$ cat src/rtl/io_input_conditioner.sv
// Board input front end: synchronises button/switch pins, debounces the button,
// captures the switches on each confirmed press and holds it under a valid/ack handshake.
module io_input_conditioner #(
  parameter int SW_WIDTH        = 8,
  parameter int SYNC_STAGES     = 2,
  parameter int DEBOUNCE_CYCLES = 200000
) (
  input  logic                clk,
  input  logic                rst,
  input  logic                button,
  input  logic [SW_WIDTH-1:0] switches,
  input  logic                press_ack,
  output logic [SW_WIDTH-1:0] sw_sync,
  output logic                btn_level,
  output logic                btn_pulse,
  output logic                press_valid,
  output logic [SW_WIDTH-1:0] sw_latched,
  output logic                overrun
);

  localparam int CNT_W = $clog2(DEBOUNCE_CYCLES + 1);
  localparam logic [CNT_W-1:0] CNT_ZERO = '0;
  localparam logic [CNT_W-1:0] CNT_ONE  = CNT_W'(1);
  localparam logic [CNT_W-1:0] CNT_LAST = CNT_W'(DEBOUNCE_CYCLES - 1);

  typedef enum logic [1:0] {
    IDLE      = 2'd0,
    PRESS_CHK = 2'd1,
    PRESSED   = 2'd2,
    REL_CHK   = 2'd3
  } state_t;

  logic [SYNC_STAGES-1:0]               btn_sync_q, btn_sync_d;
  logic [SYNC_STAGES-1:0][SW_WIDTH-1:0] sw_sync_q, sw_sync_d;

  state_t              state_q, state_d;
  logic [CNT_W-1:0]    cnt_q, cnt_d;
  logic [CNT_W-1:0]    cnt_inc;
  logic                btn_level_q, btn_level_d;
  logic                btn_pulse_q, btn_pulse_d;
  logic                press_valid_q, press_valid_d;
  logic [SW_WIDTH-1:0] sw_latched_q, sw_latched_d;
  logic                overrun_q, overrun_d;

  logic                btn_s;
  logic [SW_WIDTH-1:0] sw_s;
  logic                confirm;

  assign btn_s   = btn_sync_q[SYNC_STAGES-1];
  assign sw_s    = sw_sync_q[SYNC_STAGES-1];
  assign cnt_inc = (cnt_q == '1) ? cnt_q : cnt_q + CNT_ONE;

  always_comb begin
    btn_sync_d   = {btn_sync_q[SYNC_STAGES-2:0], button};
    sw_sync_d    = sw_sync_q;
    sw_sync_d[0] = switches;
    for (int i = 1; i < SYNC_STAGES; i++) begin
      sw_sync_d[i] = sw_sync_q[i-1];
    end
  end

  // Debounce FSM: the counter restarts on every state change, so a single
  // opposing sample anywhere in the window sends the check back to its origin.
  always_comb begin
    state_d = state_q;
    cnt_d   = cnt_q;
    confirm = 1'b0;
    unique case (state_q)
      IDLE: begin
        cnt_d = CNT_ZERO;
        if (btn_s) begin
          state_d = PRESS_CHK;
          cnt_d   = CNT_ONE;
        end
      end
      PRESS_CHK: begin
        if (!btn_s) begin
          state_d = IDLE;
          cnt_d   = CNT_ZERO;
        end else if (cnt_q == CNT_LAST) begin
          state_d = PRESSED;
          cnt_d   = CNT_ZERO;
          confirm = 1'b1;
        end else begin
          cnt_d = cnt_inc;
        end
      end
      PRESSED: begin
        cnt_d = CNT_ZERO;
        if (!btn_s) begin
          state_d = REL_CHK;
          cnt_d   = CNT_ONE;
        end
      end
      REL_CHK: begin
        if (btn_s) begin
          state_d = PRESSED;
          cnt_d   = CNT_ZERO;
        end else if (cnt_q == CNT_LAST) begin
          state_d = IDLE;
          cnt_d   = CNT_ZERO;
        end else begin
          cnt_d = cnt_inc;
        end
      end
      default: begin
        state_d = IDLE;
        cnt_d   = CNT_ZERO;
      end
    endcase
  end

  // A press confirmed while the previous one is still unconsumed is dropped,
  // unless the consumer acks on that very edge and frees the slot.
  always_comb begin
    btn_level_d   = (state_d == PRESSED) || (state_d == REL_CHK);
    btn_pulse_d   = confirm;
    press_valid_d = press_valid_q;
    sw_latched_d  = sw_latched_q;
    overrun_d     = overrun_q;
    if (confirm) begin
      if (!press_valid_q || press_ack) begin
        press_valid_d = 1'b1;
        sw_latched_d  = sw_s;
      end else begin
        overrun_d = 1'b1;
      end
    end else if (press_valid_q && press_ack) begin
      press_valid_d = 1'b0;
    end
  end

  always_ff @(posedge clk or negedge rst) begin
    if (!rst) begin
      btn_sync_q    <= '0;
      sw_sync_q     <= '0;
      state_q       <= IDLE;
      cnt_q         <= '0;
      btn_level_q   <= 1'b0;
      btn_pulse_q   <= 1'b0;
      press_valid_q <= 1'b0;
      sw_latched_q  <= '0;
      overrun_q     <= 1'b0;
    end else begin
      btn_sync_q    <= btn_sync_d;
      sw_sync_q     <= sw_sync_d;
      state_q       <= state_d;
      cnt_q         <= cnt_d;
      btn_level_q   <= btn_level_d;
      btn_pulse_q   <= btn_pulse_d;
      press_valid_q <= press_valid_d;
      sw_latched_q  <= sw_latched_d;
      overrun_q     <= overrun_d;
    end
  end

  assign sw_sync     = sw_s;
  assign btn_level   = btn_level_q;
  assign btn_pulse   = btn_pulse_q;
  assign press_valid = press_valid_q;
  assign sw_latched  = sw_latched_q;
  assign overrun     = overrun_q;

endmodule

$ cat config.mk
export PLATFORM = sky130hd
export DESIGN_NAME = io_input_conditioner
export DESIGN_NICKNAME = d
export VERILOG_FILES = /design/src/rtl/io_input_conditioner.sv
export SDC_FILE = /design/constraint.sdc
export NUM_CORES = 1
export LEC_CHECK = 0
export CORE_MARGIN = 4
export CORE_UTILIZATION = 25
export DETAILED_ROUTE_END_ITERATION = 8
export PLACE_DENSITY_LB_ADDON = 0.08
export SKIP_CTS_REPAIR_TIMING = 1
export SYNTH_ARGS = -nofsm -noshare
export SYNTH_HDL_FRONTEND = slang
export SYNTH_SLANG_ARGS = --single-unit
$ cat constraint.sdc
create_clock -name clk -period 5.81 [get_ports clk]
set_input_delay 1.4525 -clock clk [delete_from_list [all_inputs] [get_ports clk]]
set_output_delay 1.4525 -clock clk [all_outputs]
set_load 0.03 [all_outputs]
# Word-level counts from Yosys, hierarchy flattened
# Index checks and enable logic that the tools add are counted.
# W data, S select, Z words.
# classes
muxes	20
n_reduce_logical	9
addsub	1
eq_ne	8
bitwise_logic	1
# op_table
operator	count
$mux W18	4
$pmux W18 S4	1
$eq A18 B18 Y1 const B	2
$add A18 B1 Y18 const B	1
$mux W2	6
$eq A2 B2 Y1 const B	4
$mux W1	8
$pmux W2 S4	1
$reduce_and A2 Y1	3
$eq A2 B1 Y1 const B	1
$logic_not A2 Y1	1
$logic_or A1 B1 Y1	2
$ne A2 B1 Y1 const B	1
$reduce_bool A2 Y1	1
$logic_and A1 B1 Y1	1
$logic_not A1 Y1	1
$not A1 Y1	1
# totals
in_bits	12
output_inout_bits	20
register_bits	50
word_cells	49

# Depth between registers and ports, before layout
# Gate-level depths: netlist of the first run.
# logic_depth
depth_word	6
mapped_depth	6
depth_no_buf	5

# Worst setup path before layout of the first run
# No wires, ideal clock.
# synth_timing
kind	input -> register
start	in press_ack
end	reg sw_latched_q[0], in the netlist sw_latched[0]
arrival_time_ps	2345
cell_stages	3
path_buffers	0
slack_ps	3341
t_required_ps	5685
setup_time_ps	125
cell_sequence	nor2b_1 nor4b_4 mux2_2
# synth_between
elab_chain_len	2
# synth_rtl
item	line_no	text
start: declaration	12	input logic press_ack,
$logic_or A1 B1 Y1	122	if (!press_valid_q || press_ack) begin
$reduce_and A2 Y1 (no line)	n/a	
end signal: assignment	152	sw_latched_q <= sw_latched_d;
end: declaration	42	logic [SW_WIDTH-1:0] sw_latched_q, sw_latched_d;
# No other way between the ends.
# A chain may end at the register's enable or synchronous reset.

# Worst setup path after layout of the first run
# layout_timing
start	reg btn_level_q, in the netlist btn_level
end	out btn_level
# layout_lines
item	line_no	text
start: declaration	39	logic btn_level_q, btn_level_d;
start signal: assignment	149	btn_level_q <= btn_level_d;
end: declaration	14	output logic btn_level,
# No word-level cell between the ends.

==> results of run 1 <==
-- registers in the layout (all words and copies together) (netlist names) --
| name | count |
|---|---|
| state_q | 1 |
| cnt_q | 18 |
| btn_sync_q | 2 |
| overrun | 1 |
| sw_sync_d | 8 |
| btn_level | 1 |
| sw_latched | 8 |
| press_valid | 1 |
| sw_sync | 8 |
| btn_pulse | 1 |
-- cell usage after synthesis (4+ instances only) --
cell type | number | area (um^2)
o31ai_1 | 5 | 37.5
a31oi_1 | 4 | 25.0
dfrtp_1 | 49 | 1230
or3_1 | 4 | 25.0
nor2_1 | 8 | 30.0
or4_1 | 5 | 37.5
nand3_1 | 9 | 45.0
and2_1 | 5 | 31.3
mux2_2 | 9 | 101
nor3_1 | 5 | 25.0
nand4_1 | 5 | 31.3
o21ai_0 | 4 | 20.0
a21oi_1 | 13 | 65.1
nand2_1 | 10 | 37.5
-- per-layer routing --
metal	global-route usage (%)	wire (um)	vias to the layer above
met1	13.1	2170	728
met4	3.68	65	0
met5	0	0	-
met2	15.5	2090	24
met3	2.34	127	6
li1	-	-	709
-- cells in the final DEF (no fill, tap or decap), types with 5 or more instances in the layout --
master	instances
nand2_1	10
clkdlybuf4s50_1	30
nand4_1	5
nor2_1	8
and2_1	5
o31ai_1	5
nand3_1	9
or4_1	5
dfrtp_1	49
a21oi_1	13
mux2_2	9
clkbuf_8	5
-- worst max-delay path by stage --
| stage | from | endpoint | slack (ps) |
|---|---|---|---|
| global route | btn_level | btn_level | 2900 |
| CTS | btn_level | btn_level | 2940 |
| global placement | press_ack | sw_latched[7] | 2690 |
| floorplan | press_ack | sw_latched[0] | 3340 |
| finish | btn_level | btn_level | 2950 |
| detailed placement | press_ack | sw_latched[5] | 2660 |
-- per-stage QoR --
stage | cell area [um^2] | setup WS (ps) | power [W] | util (%) | std cells
5_1_grt | 2580 | 2900 | 0.000660 | 32.8 | 308
3_5_place_dp | 2470 | 2660 | 0.000392 | 31.4 | 300
4_1_cts | 2580 | 2940 | 0.000642 | 32.8 | 308
3_3_place_gp | 2470 | 2690 | 0.000392 | 31.4 | 300
2_1_floorplan | 2050 | 3340 | 0.000370 | - | 171
6_report | 2580 | 2950 | 0.000629 | 32.8 | 308
-- where the power goes --
part	total, W	internal (W)	switching [W]	leakage [nW]
combinational	0.0000320	0.0000135	0.0000186	0.325
sequential	0.000352	0.000348	0.00000386	0.638
clock	0.000244	0.000129	0.000115	0.0554
-- cells by family after synthesis --
logic type,after synthesis,synth area share [%]
fa+ha+maj,1,0.611
xor+xnor,2,0.856
mux,9,4.95
simple gates,72,22.6
compound gates,32,9.84
flops,49,59.9
buf+inv,6,1.28
-- area by class of cell --
type,instances,area [um^2]
flip-flops and latches,49,1230
clock buffers,6,72.6
multi-input cells,116,800
inverters,2,7.51
fillers,815,5270
well taps,102,128
clock inverters,2,38.8
repair buffers,31,305
==> flow_metrics.env, run 1 <==
export IMPL_max_clock_freq_mhz=350
export IMPL_irDropWorstVdd_mv=0.0854
export IMPL_first_pass_iters=4
export IMPL_drc=0
export IMPL_cp_slowest_stage_delay_ps=690
export IMPL_skew_ps=3.15
export IMPL_reg2reg_from="cnt_q[0]"
export IMPL_cts_root_buf="clkbuf_8"
export IMPL_slew_headroom_pct=26.5
export IMPL_cts_buffers=5
export IMPL_hold_start="sw_sync_d[15]"
export IMPL_worstSetupPathDepth=1
export IMPL_status="complete, no violations"
export IMPL_syn_inst=171
export IMPL_syn_avg_cell_area_um2=12.0
export IMPL_syn_nets=184
export IMPL_post_route_min_period_ps=2860
export IMPL_cp_cell_sequence="clkdlybuf4s50_1"
export IMPL_maxCapViolCount=0
export IMPL_htree_levels=2
export IMPL_drive_gt1_share_pct=12.6
export IMPL_hold_class="reg -> reg"
export IMPL_grt_max_degree=50
export IMPL_dp_hpwl_mm=3.07
export IMPL_syn_area_um2=2050
export IMPL_async_flop_share_pct=100
export IMPL_reg2regPathDepth=5
export IMPL_dieArea_um2=9700
export IMPL_coreArea_um2=7850
export IMPL_grt_overflow=0
export IMPL_yosysWarnings=0
export IMPL_setup_viol=0
export IMPL_grt_first_pass_wirelength_mm=7.76
export IMPL_start_util_pct=26.1
export IMPL_grt_pass1_vias=1515
export IMPL_insertion_delay_ps=300
export IMPL_critical_path_max_fanout=4
export IMPL_r2r_setup_slack_ps=3410
export IMPL_portBuffers=31
export IMPL_tightest_slew_ps=1100
export IMPL_worstSetupPathType="reg -> out"
export IMPL_ys_flop_type="dfrtp_1"
export IMPL_arrival_ps=1400
export IMPL_fin_tns_setup_ps=0
export IMPL_grt_usage_pct=9.82
export IMPL_fin_crit_sh_pct=49.2
export IMPL_grt_antenna_before_repair=0
export IMPL_cts_num_sinks=49
export IMPL_whs_ps=354
export IMPL_initialDrtViolationCount=67
export IMPL_synth_seq_cells=49
export IMPL_nNetsFinal=218
export IMPL_powerDensity_nw_per_um2=244
export IMPL_cp_required_ps=4360
export IMPL_syn2layout_area_growth_pct=25.9
export IMPL_cp_end_kind="output port"
export IMPL_hold_end="sw_sync[7]"
export IMPL_ys_seq_area_share_pct=59.9
export IMPL_leakage_nw=1.02
export IMPL_vias=1467
export IMPL_rows=32
export IMPL_wl_mm=4.45
export IMPL_crit_family="buffers and inverters"
export IMPL_path_buf_inv=1
export IMPL_postRouteAntennaNets=0
export IMPL_startpoint_type="register"
export IMPL_routedWlPerCell_um=14.5
export IMPL_place_congestion=0.808
export IMPL_final_hold_violation_count=0
export IMPL_synth_edf_count=0
export IMPL_min_path_cells=0
export IMPL_viasPerCell=4.76
export IMPL_die_w_um=98.5
export IMPL_slew_violations=0
export IMPL_grt_setup_unrepaired="false"
export IMPL_cts_tree="yes"
export IMPL_cpMaxStageDelayCell="clkdlybuf4s50_1"
export IMPL_ios=32
export IMPL_antenna_cells=0
export IMPL_reg2reg_to="sw_latched[5]"
export IMPL_clk_pin_slew_ps=90
export IMPL_ys_types=38
export IMPL_die_y_um=98.5
export IMPL_cts_buffer_depth=2
Power figures use the tool's default switching activity.
==> run 2, diff against run 1 <==
==> constraint.sdc (replaced) <==
create_clock -name clk -period 2.51 [get_ports clk]
set_input_delay 0.6275 -clock clk [delete_from_list [all_inputs] [get_ports clk]]
set_output_delay 0.6275 -clock clk [all_outputs]
set_load 0.03 [all_outputs]
==> run 2 against run 1 <==
Register-to-register slack worse by 3000 ps. Count of clock-buffer cells in the layout unchanged. Final area up 2.7%. Routed wire length up 4.5%. Sequential power up 130%. Clock skew up 4.2 ps. Clock power up 150%. Die area unchanged.
==> flow_metrics.env, run 2 (synthesized netlist as in run 1, its figures left out) <==
export IMPL_status="complete, no violations"
export IMPL_grt_pass1_vias=1553
export IMPL_grt_overflow=0
export IMPL_grt_antenna_before_repair=0
export IMPL_r2r_setup_slack_ps=370
export IMPL_critPathLaunch="cnt_q[0]"
export IMPL_final_common_cell="dfrtp_1"
export IMPL_die_w_um=98.5
export IMPL_viasPerCell=4.84
export IMPL_slew_headroom_pct=66.7
export IMPL_drive_gt1_share_pct=15.5
export IMPL_dieArea_um2=9700
export IMPL_portBuffers=31
export IMPL_cts_buffer_depth=2
export IMPL_final_cell_mix="dfrtp_1 (49), clkdlybuf4s50_1 (30), a21oi_1 (13)"
export IMPL_cts_tree="yes"
export IMPL_layout_cells_non_filler=315
export IMPL_routedWlPerCell_um=14.8
export IMPL_post_route_min_period_ps=2140
export IMPL_max_clock_freq_mhz=467
export IMPL_worstSetupPathType="reg -> reg"
export IMPL_skew_ps=7.33
export IMPL_arrival_ps=2330
export IMPL_cp_end_kind="register"
export IMPL_ios=32
export IMPL_drc=0
export IMPL_grt_usage_pct=10.1
export IMPL_vias=1524
export IMPL_htree_levels=2
export IMPL_cts_root_buf="clkbuf_8"
export IMPL_rows=32
export IMPL_start_util_pct=26.1
export IMPL_grt_max_degree=32
export IMPL_grt_setup_unrepaired="false"
export IMPL_setup_worst_path_end="sw_latched[5]"
export IMPL_initialDrtViolationCount=73
export IMPL_final_util_pct=33.7
export IMPL_fin_crit_sh_pct=85.3
export IMPL_cts_buffers=5
export IMPL_first_pass_iters=4
export IMPL_final_hold_violation_count=0
export IMPL_coreArea_um2=7850
export IMPL_top_register="cnt_q"
export IMPL_die_y_um=98.5
export IMPL_critical_path_max_fanout=8
export IMPL_clk_pin_slew_ps=100
export IMPL_p_total_w=0.00149
export IMPL_irDropWorstVdd_mv=0.175
export IMPL_slew_violations=0
export IMPL_whs_ps=272
export IMPL_dp_hpwl_mm=3.32
export IMPL_tightest_slew_ps=500
export IMPL_maxCapViolCount=0
export IMPL_cp_required_ps=2700
export IMPL_fin_tns_setup_ps=0
export IMPL_reg2regPathDepth=6
export IMPL_powerDensity_nw_per_um2=564
export IMPL_setup_viol=0
export IMPL_reg2reg_to="sw_latched[5]"
export IMPL_leakage_nw=1.06
export IMPL_register_area_um2=1230
export IMPL_num_fill_cells=829
export IMPL_startpoint_type="register"
export IMPL_hold_class="in -> async"
export IMPL_nNetsFinal=225
export IMPL_place_congestion=0.806
export IMPL_antenna_cells=0
export IMPL_postRouteAntennaNets=0
export IMPL_syn2layout_area_growth_pct=29.3
export IMPL_multi_input_area_um2=795
export IMPL_grt_first_pass_wirelength_mm=7.87
export IMPL_wl_mm=4.65
export IMPL_insertion_delay_ps=310
export IMPL_dp_cells=307
export IMPL_largest_register_ffs=18
export IMPL_cts_num_sinks=49
export IMPL_reg2reg_from="cnt_q[0]"
==> run 2: how the worst min path moves through the flow <==
stage                      end  slack, ps           from
finish               cnt_q[16]        270            rst
global route         cnt_q[11]        310            rst
CTS                  cnt_q[10]        290            rst
detailed placement  sw_sync[1]        330   sw_sync_d[9]
global placement    sw_sync[2]        330  sw_sync_d[10]
floorplan            btn_level        330            rst
==> run 2: power by group <==
group / internal (W) / total [W] / switching [W]
clock: 0.000324 / 0.000598 / 0.000274
combinational: 0.0000352 / 0.0000790 / 0.0000438
sequential: 0.000806 / 0.000816 / 0.00000945
==> run 2: metrics by stage <==
| step | setup slack (ps) | instance area, um^2 |
|---|---|---|
| global route | 197 | 2650 |
| CTS | 336 | 2650 |
| global placement | 424 | 2530 |
| detailed placement | 367 | 2530 |
| floorplan | 508 | 2050 |
| finish | 369 | 2650 |
==> run 2: worst max-delay path, stage by stage (launching register included) <==
cell	delay [ps]
dfrtp_1	420
ha_1	280
and3_1	280
nand4_2	190
nor4b_4	300
buf_4	210
mux2_2	340
==> run 2: area by class of cell <==
class | instances | share of cell area [%]
clock buffers | 6 | 3.12
clock inverters | 2 | 1.42
inverters | 2 | 0.284
multi-input cells | 116 | 30.0
flip-flops and latches | 49 | 46.3
well taps | 102 | 4.82
repair buffers | 38 | 14.0
==> run 2: per-layer routing <==
metal  track usage (%)  share of wire (%)  routed length, um
met5                 0                  0                  0
met4              3.36                1.6                 75
met3              3.04                3.7                172
met2              16.3                 49               2260
met1              13.0                 46               2150
